### config.mk
export PLATFORM = sky130hd
export DESIGN_NAME = wb_stage
export DESIGN_NICKNAME = d
export VERILOG_FILES = /design/src/rtl/riscv_pkg.sv /design/src/rtl/load_extract.sv /design/src/rtl/wb_stage.sv
export SDC_FILE = /design/constraint.sdc
export NUM_CORES = 1
export LEC_CHECK = 0
export BUFFER_PORTS_ARGS = -buffer_cell sky130_fd_sc_hd__buf_2
export CELL_PAD_IN_SITES_DETAIL_PLACEMENT = 0
export CELL_PAD_IN_SITES_GLOBAL_PLACEMENT = 1
export CORE_AREA = 2 2 186 188
export CTS_BUF_LIST = sky130_fd_sc_hd__clkbuf_4
export DETAILED_ROUTE_END_ITERATION = 12
export DIE_AREA = 0 0 188 190
export PLACE_DENSITY_LB_ADDON = 0.25
export SYNTH_ARGS = -nofsm -noshare
export SYNTH_HDL_FRONTEND = slang
export SYNTH_HIERARCHICAL = 1
export SYNTH_SLANG_ARGS = --single-unit
### constraint.sdc
create_clock -name clk -period 6.9 [get_ports clk]
set_input_delay 1.035 -clock clk [delete_from_list [all_inputs] [get_ports clk]]
set_output_delay 1.035 -clock clk [all_outputs]
set_load 0.03 [all_outputs]
### src/rtl/riscv_pkg.sv
// riscv_pkg -- definitions shared across the RISC-V pipeline stages.
//   * XLEN / RADDR_W : default datapath and register-index widths
//   * F3_*           : load funct3 encodings (size in [1:0], unsigned in [2])
//   * memwb_t        : payload carried by the MEM/WB pipeline register
package riscv_pkg;

  localparam int XLEN    = 64;
  localparam int RADDR_W = 5;

  localparam logic [2:0] F3_LB  = 3'b000;
  localparam logic [2:0] F3_LH  = 3'b001;
  localparam logic [2:0] F3_LW  = 3'b010;
  localparam logic [2:0] F3_LD  = 3'b011;
  localparam logic [2:0] F3_LBU = 3'b100;
  localparam logic [2:0] F3_LHU = 3'b101;
  localparam logic [2:0] F3_LWU = 3'b110;

  // Raw load data and offset are carried into WB so that extraction happens
  // after the pipeline register, off the memory-return timing path.
  typedef struct packed {
    logic               valid;
    logic               regwrite;
    logic               memtoreg;
    logic [RADDR_W-1:0] rd;
    logic [2:0]         funct3;
    logic [2:0]         addr_lo;
    logic [XLEN-1:0]    alu_result;
    logic [XLEN-1:0]    rdata;
  } memwb_t;

endpackage

### src/rtl/load_extract.sv
// load_extract -- purely combinational load byte/half/word/double extraction.
// The doubleword is shifted right by the byte offset (zero-filled from the
// top, so bytes past offset 7 read as zero), then sign- or zero-extended
// according to funct3. funct3 = 3'b111 is not a load: legal_o drops low.
// Ports:
//   rdata_i   in  XLEN  raw doubleword from data memory
//   addr_lo_i in  3     byte offset within the doubleword
//   funct3_i  in  3     load size/sign encoding
//   data_o    out XLEN  extracted, extended value
//   legal_o   out 1     funct3 names a real load
module load_extract #(
  parameter int XLEN = 64
) (
  input  logic [XLEN-1:0] rdata_i,
  input  logic [2:0]      addr_lo_i,
  input  logic [2:0]      funct3_i,
  output logic [XLEN-1:0] data_o,
  output logic            legal_o
);
  import riscv_pkg::*;

  logic [XLEN-1:0] sh;

  assign sh = rdata_i >> {addr_lo_i, 3'b000};

  always_comb begin
    data_o  = sh;
    legal_o = 1'b1;
    case (funct3_i)
      F3_LB:   data_o = {{(XLEN-8){sh[7]}},   sh[7:0]};
      F3_LH:   data_o = {{(XLEN-16){sh[15]}}, sh[15:0]};
      F3_LW:   data_o = {{(XLEN-32){sh[31]}}, sh[31:0]};
      F3_LD:   data_o = sh;
      F3_LBU:  data_o = {{(XLEN-8){1'b0}},    sh[7:0]};
      F3_LHU:  data_o = {{(XLEN-16){1'b0}},   sh[15:0]};
      F3_LWU:  data_o = {{(XLEN-32){1'b0}},   sh[31:0]};
      default: legal_o = 1'b0;
    endcase
  end

endmodule

### src/rtl/wb_stage.sv
// wb_stage -- MEM/WB pipeline register plus the writeback datapath.
// Selects ALU result or extracted load data, drives the register-file write
// port and provides a same-cycle write-through bypass to the two ID reads.
// Optional feature: define WB_RETIRE_CNT_EN to add a 64-bit retired
// instruction counter on retire_cnt_o.
// Ports:
//   clk, rst                  clock, synchronous active-high reset
//   stall_i, flush_i          hold / bubble the MEM/WB register (flush wins)
//   mem_*_i                   MEM-stage instruction fields
//   wb_valid_o, wb_we_o,
//   wb_rd_o, wb_wd_o          WB-stage valid and register-file write port
//   id_rs{1,2}_i,
//   id_rs{1,2}_data_i         ID read addresses and register-file read data
//   id_rs{1,2}_data_o         read data with WB write bypassed in
//   retire_cnt_o              retired-instruction count (WB_RETIRE_CNT_EN)
module wb_stage #(
  parameter int XLEN    = 64,
  parameter int RADDR_W = 5
) (
  input  logic               clk,
  input  logic               rst,
  input  logic               stall_i,
  input  logic               flush_i,
  input  logic               mem_valid_i,
  input  logic               mem_regwrite_i,
  input  logic               mem_memtoreg_i,
  input  logic [RADDR_W-1:0] mem_rd_i,
  input  logic [2:0]         mem_funct3_i,
  input  logic [2:0]         mem_addr_lo_i,
  input  logic [XLEN-1:0]    mem_alu_result_i,
  input  logic [XLEN-1:0]    mem_rdata_i,
  output logic               wb_valid_o,
  output logic               wb_we_o,
  output logic [RADDR_W-1:0] wb_rd_o,
  output logic [XLEN-1:0]    wb_wd_o,
  input  logic [RADDR_W-1:0] id_rs1_i,
  input  logic [RADDR_W-1:0] id_rs2_i,
  input  logic [XLEN-1:0]    id_rs1_data_i,
  input  logic [XLEN-1:0]    id_rs2_data_i,
  output logic [XLEN-1:0]    id_rs1_data_o,
  output logic [XLEN-1:0]    id_rs2_data_o
`ifdef WB_RETIRE_CNT_EN
  ,
  output logic [63:0]        retire_cnt_o
`endif
);
  import riscv_pkg::*;

  memwb_t          memwb_q, memwb_d;
  logic [XLEN-1:0] ld_data;
  logic            ld_legal;

  // Next-state for the MEM/WB register; reset is applied in the flop.
  // A flush clears the whole payload, which also keeps regwrite low.
  always_comb begin
    memwb_d = memwb_q;
    if (flush_i) begin
      memwb_d = '0;
    end else if (!stall_i) begin
      memwb_d.valid      = mem_valid_i;
      memwb_d.regwrite   = mem_regwrite_i;
      memwb_d.memtoreg   = mem_memtoreg_i;
      memwb_d.rd         = mem_rd_i;
      memwb_d.funct3     = mem_funct3_i;
      memwb_d.addr_lo    = mem_addr_lo_i;
      memwb_d.alu_result = mem_alu_result_i;
      memwb_d.rdata      = mem_rdata_i;
    end
  end

  always_ff @(posedge clk) begin
    if (rst) begin
      memwb_q <= '0;
    end else begin
      memwb_q <= memwb_d;
    end
  end

  load_extract #(
    .XLEN (XLEN)
  ) u_load_extract (
    .rdata_i   (memwb_q.rdata),
    .addr_lo_i (memwb_q.addr_lo),
    .funct3_i  (memwb_q.funct3),
    .data_o    (ld_data),
    .legal_o   (ld_legal)
  );

  // Only loads can be illegal; an ALU op with funct3=111 still writes.
  assign wb_valid_o = memwb_q.valid;
  assign wb_we_o    = memwb_q.valid & memwb_q.regwrite & (memwb_q.rd != '0)
                    & (ld_legal | ~memwb_q.memtoreg);
  assign wb_rd_o    = memwb_q.rd;
  assign wb_wd_o    = memwb_q.memtoreg ? ld_data : memwb_q.alu_result;

  // Write-through bypass; x0 is excluded because wb_we_o is never set for it.
  assign id_rs1_data_o = (wb_we_o && (wb_rd_o == id_rs1_i)) ? wb_wd_o : id_rs1_data_i;
  assign id_rs2_data_o = (wb_we_o && (wb_rd_o == id_rs2_i)) ? wb_wd_o : id_rs2_data_i;

`ifdef WB_RETIRE_CNT_EN
  logic [63:0] retire_cnt_q;

  // An instruction retires on the edge that moves it out of WB.
  always_ff @(posedge clk) begin
    if (rst) begin
      retire_cnt_q <= '0;
    end else if (memwb_q.valid && !stall_i) begin
      retire_cnt_q <= retire_cnt_q + 64'd1;
    end
  end

  assign retire_cnt_o = retire_cnt_q;
`endif

endmodule

After elaboration in Yosys (flattened, before gate mapping)
Cells that the tools add are included.
W data, S select, Z words.
{"block": "totals", "ff_bits": 142, "elab_cells": 33}
{"block": "classes", "eq_ne": 8, "shifts": 1, "muxes": 5, "bitwise_logic": 5, "n_reduce_logical": 6}
{"op": "$pmux W64 S6", "count": 1}
{"op": "$mux W64", "count": 3}
{"op": "$shr A64 B6 Y64", "count": 1}
{"op": "$eq A5 B5 Y1", "count": 2}
{"op": "$eq A3 B3 Y1 const B", "count": 3}
{"op": "$reduce_or A7 Y1", "count": 1}
{"op": "$eq A3 B2 Y1 const B", "count": 2}
{"op": "$reduce_bool A5 Y1", "count": 1}
{"op": "$and A1 B1 Y1", "count": 3}
{"op": "$eq A3 B1 Y1 const B", "count": 1}
{"op": "$logic_not A3 Y1", "count": 1}
{"op": "$logic_and A1 B1 Y1", "count": 2}
{"op": "$reduce_or A2 Y1", "count": 1}
{"op": "$mux W1", "count": 1}
{"op": "$not A1 Y1", "count": 1}
{"op": "$or A1 B1 Y1", "count": 1}

Depth between registers and ports, before layout
Gate-level depths: netlist of run 1.
{"block": "depth", "depth_word": 7, "depth_mapped": 10, "mapped_depth_nobuf": 6}

By module
Netlist of run 1, hierarchy kept.
{"mod": "wb_stage", "n_inst": 1, "cells_each": 696, "area_each_um2": 7741.2}
{"mod": "load_extract", "n_inst": 1, "cells_each": 269, "area_each_um2": 2264.7}

Least setup slack after synthesis of run 1
OpenSTA, ideal clock, no wires.
{"block": "synth_path", "kind": "input -> output", "start": "input port id_rs1_i[1]", "end": "output port id_rs1_data_o[11]", "arrival_ps": 2508, "t_required_ps": 5865, "path_slack_ps": 3357, "stages": 5, "n_path_buf": 1, "path_cell_list": "xnor2_1 -> nand2_1 -> nor4_4 -> buf_4 -> mux2_1"}
{"block": "synth_via", "elab_chain_cells": 3}
{"element": "start: declaration", "line_no": "wb_stage.sv:36", "text": "input logic [RADDR_W-1:0] id_rs1_i,"}
{"element": "$eq A5 B5 Y1", "line_no": "wb_stage.sv:97", "text": "assign id_rs1_data_o = (wb_we_o && (wb_rd_o == id_rs1_i)) ? wb_wd_o : id_rs1_data_i;"}
{"element": "$logic_and A1 B1 Y1", "line_no": "wb_stage.sv:97"}
{"element": "$mux W64", "line_no": "wb_stage.sv:97"}
{"element": "end: declaration", "line_no": "wb_stage.sv:40", "text": "output logic [XLEN-1:0] id_rs1_data_o,"}
No other way between the ends.

Worst setup path in the final report of run 1
{"block": "layout_path", "start": "register memwb_q[128] (netlist name)", "end": "output port id_rs2_data_o[35]"}
{"block": "layout_via", "elab_chain_cells": 4}
{"element": "start: declaration", "line_no": "wb_stage.sv:49", "text": "memwb_t memwb_q, memwb_d;"}
{"element": "start signal: assignment", "line_no": "wb_stage.sv:75", "text": "memwb_q <= memwb_d;"}
{"element": "$shr A64 B6 Y64", "line_no": "load_extract.sv:24", "text": "assign sh = rdata_i >> {addr_lo_i, 3'b000};"}
{"element": "$pmux W64 S6", "line_no": "load_extract.sv:29", "text": "case (funct3_i)"}
{"element": "net ld_data[35]", "line_no": "wb_stage.sv:50", "text": "logic [XLEN-1:0] ld_data;"}
{"element": "$mux W64", "line_no": "wb_stage.sv:94", "text": "assign wb_wd_o = memwb_q.memtoreg ? ld_data : memwb_q.alu_result;"}
{"element": "$mux W64", "line_no": "wb_stage.sv:98", "text": "assign id_rs2_data_o = (wb_we_o && (wb_rd_o == id_rs2_i)) ? wb_wd_o : id_rs2_data_i;"}
{"element": "end: declaration", "line_no": "wb_stage.sv:41", "text": "output logic [XLEN-1:0] id_rs2_data_o"}
The timed path passes the listed nets, and every way through them passes these cells.

==> results of run 1 <==
## registers in the layout, summed over array words and instances (netlist names)
register	cells
memwb_q	136
wb_rd_o	5
wb_valid_o	1
## cell usage after synthesis (2+ instances only)
| master | instances | area (sq um) |
|---|---|---|
| dfxtp_1 | 142 | 2843 |
| mux2_1 | 6 | 67.56 |
| a21oi_1 | 2 | 10.01 |
| nand4_1 | 35 | 219.0 |
| o2bb2ai_1 | 6 | 52.55 |
| nor2_1 | 149 | 559.3 |
| buf_1 | 6 | 22.52 |
| inv_1 | 2 | 7.510 |
| xnor2_1 | 9 | 78.83 |
| buf_6 | 14 | 157.7 |
| a211o_1 | 7 | 61.31 |
| mux2i_1 | 165 | 1652 |
| buf_2 | 25 | 125.1 |
| nand3_1 | 21 | 105.1 |
| o21ai_0 | 2 | 10.01 |
| a22oi_1 | 9 | 67.56 |
| and2b_1 | 2 | 15.01 |
| nor2b_1 | 9 | 56.30 |
| nand2b_1 | 4 | 25.02 |
| mux2_2 | 135 | 1520 |
| mux2_4 | 65 | 975.9 |
| clkbuf_1 | 32 | 120.1 |
| nand2_1 | 43 | 161.4 |
| a32oi_1 | 7 | 61.31 |
| buf_12 | 8 | 160.2 |
| mux4_2 | 28 | 630.6 |
| o21ai_1 | 8 | 40.04 |
| buf_4 | 8 | 60.06 |
## cells by family (layout without fill, tap and decap cells)
logic type,Yosys count,after routing,synth area share [%]
flip-flops,142,142,28.41
XOR/XNOR,10,10,0.8754
multiplexers,399,399,48.43
AO/OA/AOI/OAI,45,45,3.401
other,0,3,0
buffers and inverters,95,529,6.527
AND/OR/NAND/NOR,274,274,12.35
## through the flow
step	power, mW	std cells	instance area (sq um)	worst slack [ns]	utilization, %
global placement	1.436	1822	12470	2.061	36.74
detailed placement	1.439	1822	12470	2.092	36.74
floorplan	1.241	965	10010	3.357	-
global route	2.070	1854	12730	1.069	37.51
CTS	2.006	1854	12730	1.415	37.51
finish	1.970	1857	12740	1.432	37.53
## final cells by class
cell class	instances	area (sq um)	share of cell area, %
inverter	2	7.507	0.05893
sequential	142	2851	22.38
timing repair buffer	495	2519	19.77
multi-input combinational	728	6524	51.21
antenna	3	7.507	0.05893
clock buffer	20	150.1	1.179
clock inverter	12	111.4	0.8741
tap	455	569.3	4.469
## worst paths after layout
check                     from                 to  slack (ns)
hold / removal     memwb_q[97]        memwb_q[97]        0.51
setup / recovery  memwb_q[128]  id_rs2_data_o[35]        1.43
hold reg to reg    memwb_q[97]        memwb_q[97]        0.51
setup reg to reg  memwb_q[128]       memwb_q[128]        5.56
## critical path, stage by stage (launching register included)
cell	delay, ns
dfxtp_4	1.00
mux2i_1	0.47
nand3_1	0.15
nand4_1	0.76
buf_4	0.39
nand4_1	0.21
mux2_2	0.39
mux2_4	0.28
buf_2	0.18
## per-layer routing
| metal | wire length, microns | up-vias |
|---|---|---|
| li1 | - | 4344 |
| met1 | 17090 | 4333 |
| met2 | 20120 | 327 |
| met3 | 2277 | 20 |
| met4 | 275 | 0 |
| met5 | 0 | - |
## report_power, final
part	internal [mW]	switching, mW
clock network	0.194	0.358
registers	0.847	0.0319
logic	0.230	0.309
==> metrics.csv, run 1 <==
stage,metric,value,unit
flow_run,max-cap violations,0,
sta,Final Skew,0,ns
global_route,vias in the first global route,8712,
global_route,Total GRT Usage,21.29,%
route,Via density,4.859,
floorplan,height of the die,190,microns
clocking,total CTS buffers,17,
global_route,largest net degree at the start of global routing,94,
critical_path,critical path data arrival time,4.43,ns
synthesis,Syn Std Cell Area,10010,sq um
final_layout,Nets,1670,
critical_path,CP Launch Type,flip-flop,
sta,RSZ-0062 raised after global routing,no,
final_layout,"commonest non-fill, non-tap cell in the layout",buf_2,
hold_path,Hold WC Path Type,reg -> reg,
hold_path,Hold Path Stages,2,
global_route,met2 usage,38.50,%
place,HPWL after DPL,30.96,mm
critical_path,Reg2Reg Depth,2,
pwr,P per Cell Area,154.6,nW/um^2
floorplan,die width,188,microns
synthesis,Synth Net Count,1249,
clocking,postcts setup bufs,0,
synthesis,Cell variety after synth,44,
synthesis,asr flop ratio synth,0,%
critical_path,Critical Path RT,5.86,ns
synthesis,number of synthesized flops with an enable pin,0,
clocking,CTS sink cnt,142,
critical_path,peak fanout along the critical path,69,
place,Port-buffer cells,482,
clocking,CTS root buffer,clkbuf_4,
clocking,clock slew at reported path FFs,0.14,ns
clocking,post_cts resized,0,
final_layout,most frequent cells in the layout,"buf_2 (481), mux2i_1 (165), nor2_1 (149), dfxtp_1 (139), mux2_2 (135)",
sta,max-slew violations,0,
route,"antenna viol nets, final",0,
global_route,first-pass GRT wire length,56.83,mm
route,number of iterations in the first detailed-routing pass,7,
clocking,H-tree depth,4,
sta,Final TNS setup,0,ns
clocking,"Clk Latency, worst-skew pair",0.55,ns
critical_path,CP Capture Type,output port,
place,gpl congestion,0.8184,
clocking,CTS tree,done,
floorplan,die area,35720,sq um
route,vias,9024,
pwr,Leak Pwr,6.354,nW
sta,post-layout min period,5.468,ns
outcome,status,completed,
route,overall routed net length,39.76,mm
clocking,CTS Hold Buffers Added,0,
synthesis,Post-synth top flop,dfxtp_1,
sta,Final setup viols,0,
final_layout,number of fill cells,3513,
global_route,M1 GR Usage,26.38,%
global_route,Congestion Overflow GR,0,
global_route,initial antenna violation count,5,
sta,"Hold Vio Cnt, Final",0,
route,WL/cell,21.41,microns
sta,hold slack,0.5085,ns
route,1st-iter DRT viols,421,
global_route,GRT busiest layer,met2,
final_layout,share of cells above drive strength 1,54.61,%
global_route,met3 usage,4.759,%
sta,Max Freq,182.9,MHz
sta,worst relative slew slack,22.78,%
synthesis,register area share after synthesis,28.41,%
synthesis,Yosys reg bits,142,
floorplan,Initial Util,29.47,%
clocking,maximum clock path buffer count,2,
synthesis,Syn Area/Cell,10.37,sq um
route,DRC Markers,0,
final_layout,synthesis-to-finish area growth,27.32,%
sta,Final period util,79.24,%
floorplan,Rows,68,
pwr,worst vdd ir,0.1138,mV
synthesis,Syn Inst Count,965,
critical_path,Crit Path Category,reg -> out,
sta,Slew @ Worst Pin,1.155,ns
synthesis,Yosys Warn Count,6,
floorplan,core area,33950,sq um
floorplan,I/O pin cnt,483,
Power figures use the tool's default switching activity.
==> run 2, diff against run 1 <==
==> constraint.sdc (replaced) <==
create_clock -name clk -period 5.7 [get_ports clk]
set_input_delay 0.855 -clock clk [delete_from_list [all_inputs] [get_ports clk]]
set_output_delay 0.855 -clock clk [all_outputs]
set_load 0.03 [all_outputs]
==> run 2 against run 1 <==
Against the previous run: die area unchanged; register-to-register slack got worse by 1.3 ns; critical path type unchanged; cell count increased by 0.22%; clock-buffer cell count decreased by 1; sequential share of layout area decreased by 0.10 points; global-route usage about the same; worst setup slack got worse by 0.60 ns; critical endpoint is now id_rs1_data_o[40].
==> metrics.csv, run 2 (synthesized netlist as in run 1, its figures left out) <==
stage,metric,value,unit
global_route,Total GRT Usage,21.29,%
place,gpl congestion,0.9086,
hold_path,Hold WC Path Type,in -> reg,
pwr,Leak Pwr,6.365,nW
clocking,CTS sink cnt,142,
sta,max-slew violations,0,
route,uppermost routed layer,met5,
sta,Final period util,85.42,%
clocking,H-tree depth,4,
floorplan,Initial Util,29.47,%
final_layout,"commonest non-fill, non-tap cell in the layout",buf_2,
pwr,P per Cell Area,191.5,nW/um^2
floorplan,I/O pin cnt,483,
sta,hold slack,0.5005,ns
pwr,combinational power share,26.6,%
place,HPWL after DPL,31.61,mm
critical_path,CP Launch Type,flip-flop,
sta,post-layout min period,4.869,ns
pwr,Internal,1.618,mW
pwr,Switching Power,832.0,uW
place,Cells after DPL,1824,
clocking,post_cts resized,0,
final_layout,FF/Latch Area,2851,sq um
route,Via density,4.926,
final_layout,most frequent cells in the layout,"buf_2 (481), mux2i_1 (165), nor2_1 (149), dfxtp_1 (139), mux2_2 (135)",
sta,RSZ-0062 raised after global routing,no,
global_route,initial antenna violation count,9,
clocking,"Clk Latency, worst-skew pair",0.55,ns
place,Port-buffer cells,482,
place,placed cell area,12480,sq um
sta,worst relative slew slack,21.54,%
sta,Final setup viols,0,
outcome,status,completed,
floorplan,core area,33950,sq um
route,vias,9167,
flow_run,max-cap violations,0,
route,Routed met1 length,17.17,mm
critical_path,CP peak stage delay,1.02,ns
critical_path,worst path cell trace,mux2i_1 -> nand3_1 -> nand4_1 -> buf_4 -> nand4_1 -> mux2_2 -> mux2_1 -> buf_2,
global_route,vias in the first global route,8897,
global_route,Congestion Overflow GR,0,
pwr,clock power share,29.9,%
sta,Max Freq,205.4,MHz
critical_path,CP Capture Type,output port,
route,met2 wire length,20.22,mm
global_route,largest net degree at the start of global routing,81,
sta,Final TNS setup,0,ns
final_layout,"Most flops, register",memwb_q,
route,"antenna viol nets, final",0,
pwr,Sw Share,33.96,%
route,routed wl met3,2.309,mm
final_layout,Nets,1672,
critical_path,critical path data arrival time,4.01,ns
critical_path,Crit Path Category,reg -> out,
route,1st-iter DRT viols,552,
sta,"Hold Vio Cnt, Final",0,
sta,Final Skew,0,ns
pwr,Seq pwr share,43.6,%
floorplan,height of the die,190,microns
critical_path,slowest CP cell,dfxtp_4,
final_layout,Finished Layout Cells,1861,
final_layout,synthesis-to-finish area growth,27.90,%
final_layout,number of fill cells,3518,
critical_path,CP dominant cell by count,nand4_1,
final_layout,area of the multi-input gates,6516,sq um
final_layout,max reg flops,136,
floorplan,Rows,68,
critical_path,peak fanout along the critical path,69,
pwr,worst vdd ir,0.08802,mV
clocking,postcts setup bufs,0,
final_layout,share of cells above drive strength 1,54.60,%
route,WL/cell,21.50,microns
route,number of iterations in the first detailed-routing pass,5,
global_route,first-pass GRT wire length,57.22,mm
route,DRC Markers,0,
clocking,maximum clock path buffer count,2,
clocking,clock slew at reported path FFs,0.14,ns
clocking,CTS tree,done,
clocking,CTS Hold Buffers Added,0,
critical_path,Critical Path RT,4.85,ns
clocking,CTS root buffer,clkbuf_4,
route,overall routed net length,40.01,mm
final_layout,final design area excluding fillers,12800,sq um
clocking,total CTS buffers,17,
floorplan,die area,35720,sq um
floorplan,die width,188,microns
sta,Slew @ Worst Pin,1.173,ns
[run 2: changes by cell type in the layout (fill, tap and decap cells not counted), sizes merged]
| cell | before | now |
|---|---|---|
| diode | 3 | 5 |
| clkinvlp | 1 | 4 |
| clkinv | 6 | 3 |
| buf | 494 | 496 |
| inv | 6 | 5 |
| bufinv | 1 | 3 |
| clkbuf | 21 | 20 |
[run 2: per-layer routing]
layer | global-route usage [%] | up-vias
li1 | - | 4359
met1 | 26.64 | 4427
met2 | 37.99 | 351
met3 | 4.888 | 24
met4 | 2.998 | 6
met5 | 0 | -
[run 2: final timing paths]
path | startpoint | endpoint | slack [ns] | cells after the start
worst max-delay path | memwb_q[128] | id_rs1_data_o[40] | 0.83 | 8
worst min-delay path | mem_alu_result_i[50] | memwb_q[114] | 0.50 | 3
worst min register to register | memwb_q[109] | memwb_q[109] | 0.51 | 2
worst max register to register | memwb_q[129] | memwb_q[129] | 4.27 | 3
[run 2: per-stage QoR]
step | utilization [%] | setup slack, ns | power (mW)
after floorplan | - | 2.517 | 1.502
after global routing | 37.66 | 0.5093 | 2.565
after global placement | 36.76 | 1.443 | 1.739
final | 37.70 | 0.8308 | 2.450
after detailed placement | 36.76 | 1.434 | 1.745
after CTS | 37.66 | 0.7515 | 2.490
[run 2: worst max-delay path, delay by kind of cell, from the launching register on]
kind	cells	cell delay, ns
mux	3	1.16
buf+inv	2	0.59
flops	1	1.02
simple gates	3	0.67
[run 2: power by group through the flow]
stage                     clock network, mW  logic [mW]  registers [mW]
after CTS                             0.764       0.659            1.07
after global routing                  0.796       0.696            1.07
after global placement                    0       0.650            1.09
final                                 0.732       0.651            1.07
after detailed placement                  0       0.655            1.09
after floorplan                           0       0.437            1.07
[run 2: layout make-up]
cell class | instances | share of cell area [%]
Timing Repair Buffer | 497 | 19.80
Multi-Input combinational cell | 728 | 50.92
Antenna cell | 5 | 0.09777
Clock inverter | 13 | 1.281
Sequential cell | 142 | 22.28
Clock buffer | 19 | 1.115
Inverter | 2 | 0.05866
Tap cell | 455 | 4.449
==> run 3, diff against run 2 <==
--- a/config.mk
+++ b/config.mk
@@ -12,7 +12,7 @@
 export CTS_BUF_LIST = sky130_fd_sc_hd__clkbuf_4
 export DETAILED_ROUTE_END_ITERATION = 12
 export DIE_AREA = 0 0 188 190
-export PLACE_DENSITY_LB_ADDON = 0.25
+export PLACE_DENSITY_LB_ADDON = 0.1
 export SYNTH_ARGS = -nofsm -noshare
 export SYNTH_HDL_FRONTEND = slang
 export SYNTH_HIERARCHICAL = 1
==> run 3 against run 2 <==
Against the previous run: die area did not move; power down 3.6%; combinational power barely moved; register-to-register slack better by 0.08 ns; worst hold slack improved by 0.0059 ns; cell area shrank 0.32%; clock-buffer cell count unchanged; cell count shrank 0.27%; routed wire length down 2.2%; utilization fell by 0.12 points; critical path type unchanged; largest cell class unchanged.
==> metrics.csv, run 3 (synthesized netlist as in run 1, its figures left out) <==
stage,metric,value,unit
pwr,worst vdd ir,0.1109,mV
clocking,clock slew at reported path FFs,0.13,ns
place,placed cell area,12500,sq um
clocking,"Clk Latency, worst-skew pair",0.55,ns
global_route,vias in the first global route,8784,
floorplan,Initial Util,29.47,%
critical_path,internal reg-to-reg setup slack,4.35,ns
sta,RSZ-0062 raised after global routing,no,
route,Via density,4.789,
floorplan,height of the die,190,microns
global_route,first-pass GRT wire length,56.72,mm
critical_path,CP dominant cell by count,nand4_1,
sta,post-layout min period,4.976,ns
critical_path,slowest CP cell,dfxtp_4,
route,DRC Markers,0,
final_layout,Nets,1671,
critical_path,CP Capture Type,output port,
critical_path,Levels on crit path,8,
final_layout,"commonest non-fill, non-tap cell in the layout",buf_2,
critical_path,Reg2Reg Launch Point,memwb_q[128],
critical_path,Reg2Reg Capture Point,memwb_q[128],
hold_path,Hold WC Path Type,reg -> reg,
place,Port-buffer cells,482,
critical_path,critical path launch point,memwb_q[128],
global_route,initial antenna violation count,3,
sta,Max Freq,201.0,MHz
final_layout,"Most flops, register",memwb_q,
critical_path,CP peak stage delay,1.01,ns
clocking,CTS sink cnt,142,
clocking,CTS Hold Buffers Added,0,
critical_path,worst path cell trace,mux2i_1 -> nand3_1 -> nand4_1 -> buf_4 -> nand4_1 -> mux2_2 -> mux2_4 -> buf_2,
critical_path,critical path data arrival time,4.12,ns
final_layout,share of cells above drive strength 1,54.50,%
route,vias,8888,
route,1st-iter DRT viols,435,
flow_run,max-cap violations,0,
critical_path,peak fanout along the critical path,69,
pwr,Leak Pwr,6.343,nW
critical_path,CP Capture Point,id_rs2_data_o[32],
sta,Slew @ Worst Pin,1.110,ns
critical_path,Worst path top cell family by delay,multiplexers,
sta,Final period util,87.30,%
floorplan,die area,35720,sq um
clocking,maximum clock path buffer count,2,
pwr,P per Cell Area,185.1,nW/um^2
clocking,CTS root buffer,clkbuf_4,
route,number of iterations in the first detailed-routing pass,7,
sta,worst relative slew slack,25.73,%
sta,Final setup viols,0,
route,"antenna viol nets, final",0,
global_route,largest net degree at the start of global routing,93,
sta,Final Skew,0,ns
sta,"Hold Vio Cnt, Final",0,
place,HPWL after DPL,30.75,mm
global_route,Congestion Overflow GR,0,
critical_path,Buf/Inv on CP,2,
clocking,CTS tree,done,
floorplan,Rows,68,
floorplan,die width,188,microns
route,overall routed net length,39.14,mm
floorplan,core area,33950,sq um
place,gpl congestion,0.8620,
clocking,post_cts resized,0,
clocking,H-tree depth,4,
clocking,total CTS buffers,17,
route,WL/cell,21.09,microns
critical_path,Critical Path RT,4.85,ns
sta,hold slack,0.5064,ns
critical_path,Crit Path Category,reg -> out,
floorplan,I/O pin cnt,483,
final_layout,most frequent cells in the layout,"buf_2 (481), mux2i_1 (165), nor2_1 (149), dfxtp_1 (139), mux2_2 (135)",
global_route,Total GRT Usage,21.08,%
clocking,postcts setup bufs,0,
final_layout,max reg flops,136,
final_layout,synthesis-to-finish area growth,27.49,%
final_layout,final design area excluding fillers,12760,sq um
critical_path,Reg2Reg Depth,2,
outcome,status,completed,
critical_path,CP Launch Type,flip-flop,
pwr,Power Total,2.361,mW
sta,max-slew violations,0,
sta,Final TNS setup,0,ns
[run 3: how the worst min path moves through the flow]
| stage | depth (start not counted) | start | endpoint | slack [ns] |
|---|---|---|---|---|
| floorplan | 2 | memwb_q[129] | memwb_q[129] | 0.46 |
| global placement | 2 | memwb_q[125] | memwb_q[125] | 0.47 |
| detailed placement | 2 | memwb_q[68] | memwb_q[68] | 0.48 |
| CTS | 3 | mem_rd_i[0] | wb_rd_o[0] | 0.45 |
| global route | 3 | mem_rd_i[4] | wb_rd_o[4] | 0.46 |
| finish | 2 | memwb_q[78] | memwb_q[78] | 0.51 |
[run 3: cell type report]
cell class | instances | area, sq um
diodes | 1 | 2.502
clock buffers | 19 | 142.6
clock inverters | 13 | 115.1
fillers | 3522 | 21190
inverters | 2 | 7.507
multi-input cells | 728 | 6516
flip-flops and latches | 142 | 2851
well taps | 455 | 569.3
repair buffers | 496 | 2551
[run 3: layer usage]
metal | up-vias | track usage [%] | share of wire [%]
met5 | - | 0 | 0.061
met3 | 28 | 3.837 | 4.7
met4 | 4 | 4.543 | 1.2
li1 | 4340 | - | -
met1 | 4225 | 27.06 | 44
met2 | 291 | 36.83 | 50
[run 3: worst min-delay path: cells and delay by family, from the launching register on]
| family | cells | cell delay, ns |
|---|---|---|
| DFF | 1 | 0.34 |
| muxes | 1 | 0.07 |
| and+or+nand+nor | 1 | 0.07 |
[run 3: report_power, final]
| group | internal (mW) | leakage [nW] | switching, mW | total (mW) |
|---|---|---|---|---|
| clock network | 0.226 | 0.127 | 0.416 | 0.642 |
| logic | 0.278 | 5.06 | 0.376 | 0.654 |
| registers | 1.02 | 1.16 | 0.0403 | 1.07 |
[run 3: through the flow]
| step | cells | setup slack [ns] | utilization, % |
|---|---|---|---|
| 3_5_place_dp | 1823 | 1.315 | 36.81 |
| 2_1_floorplan | 965 | 2.517 | - |
| 4_1_cts | 1855 | 0.6494 | 37.57 |
| 6_report | 1856 | 0.7238 | 37.58 |
| 5_1_grt | 1856 | 0.3825 | 37.58 |
| 3_3_place_gp | 1823 | 1.318 | 36.81 |
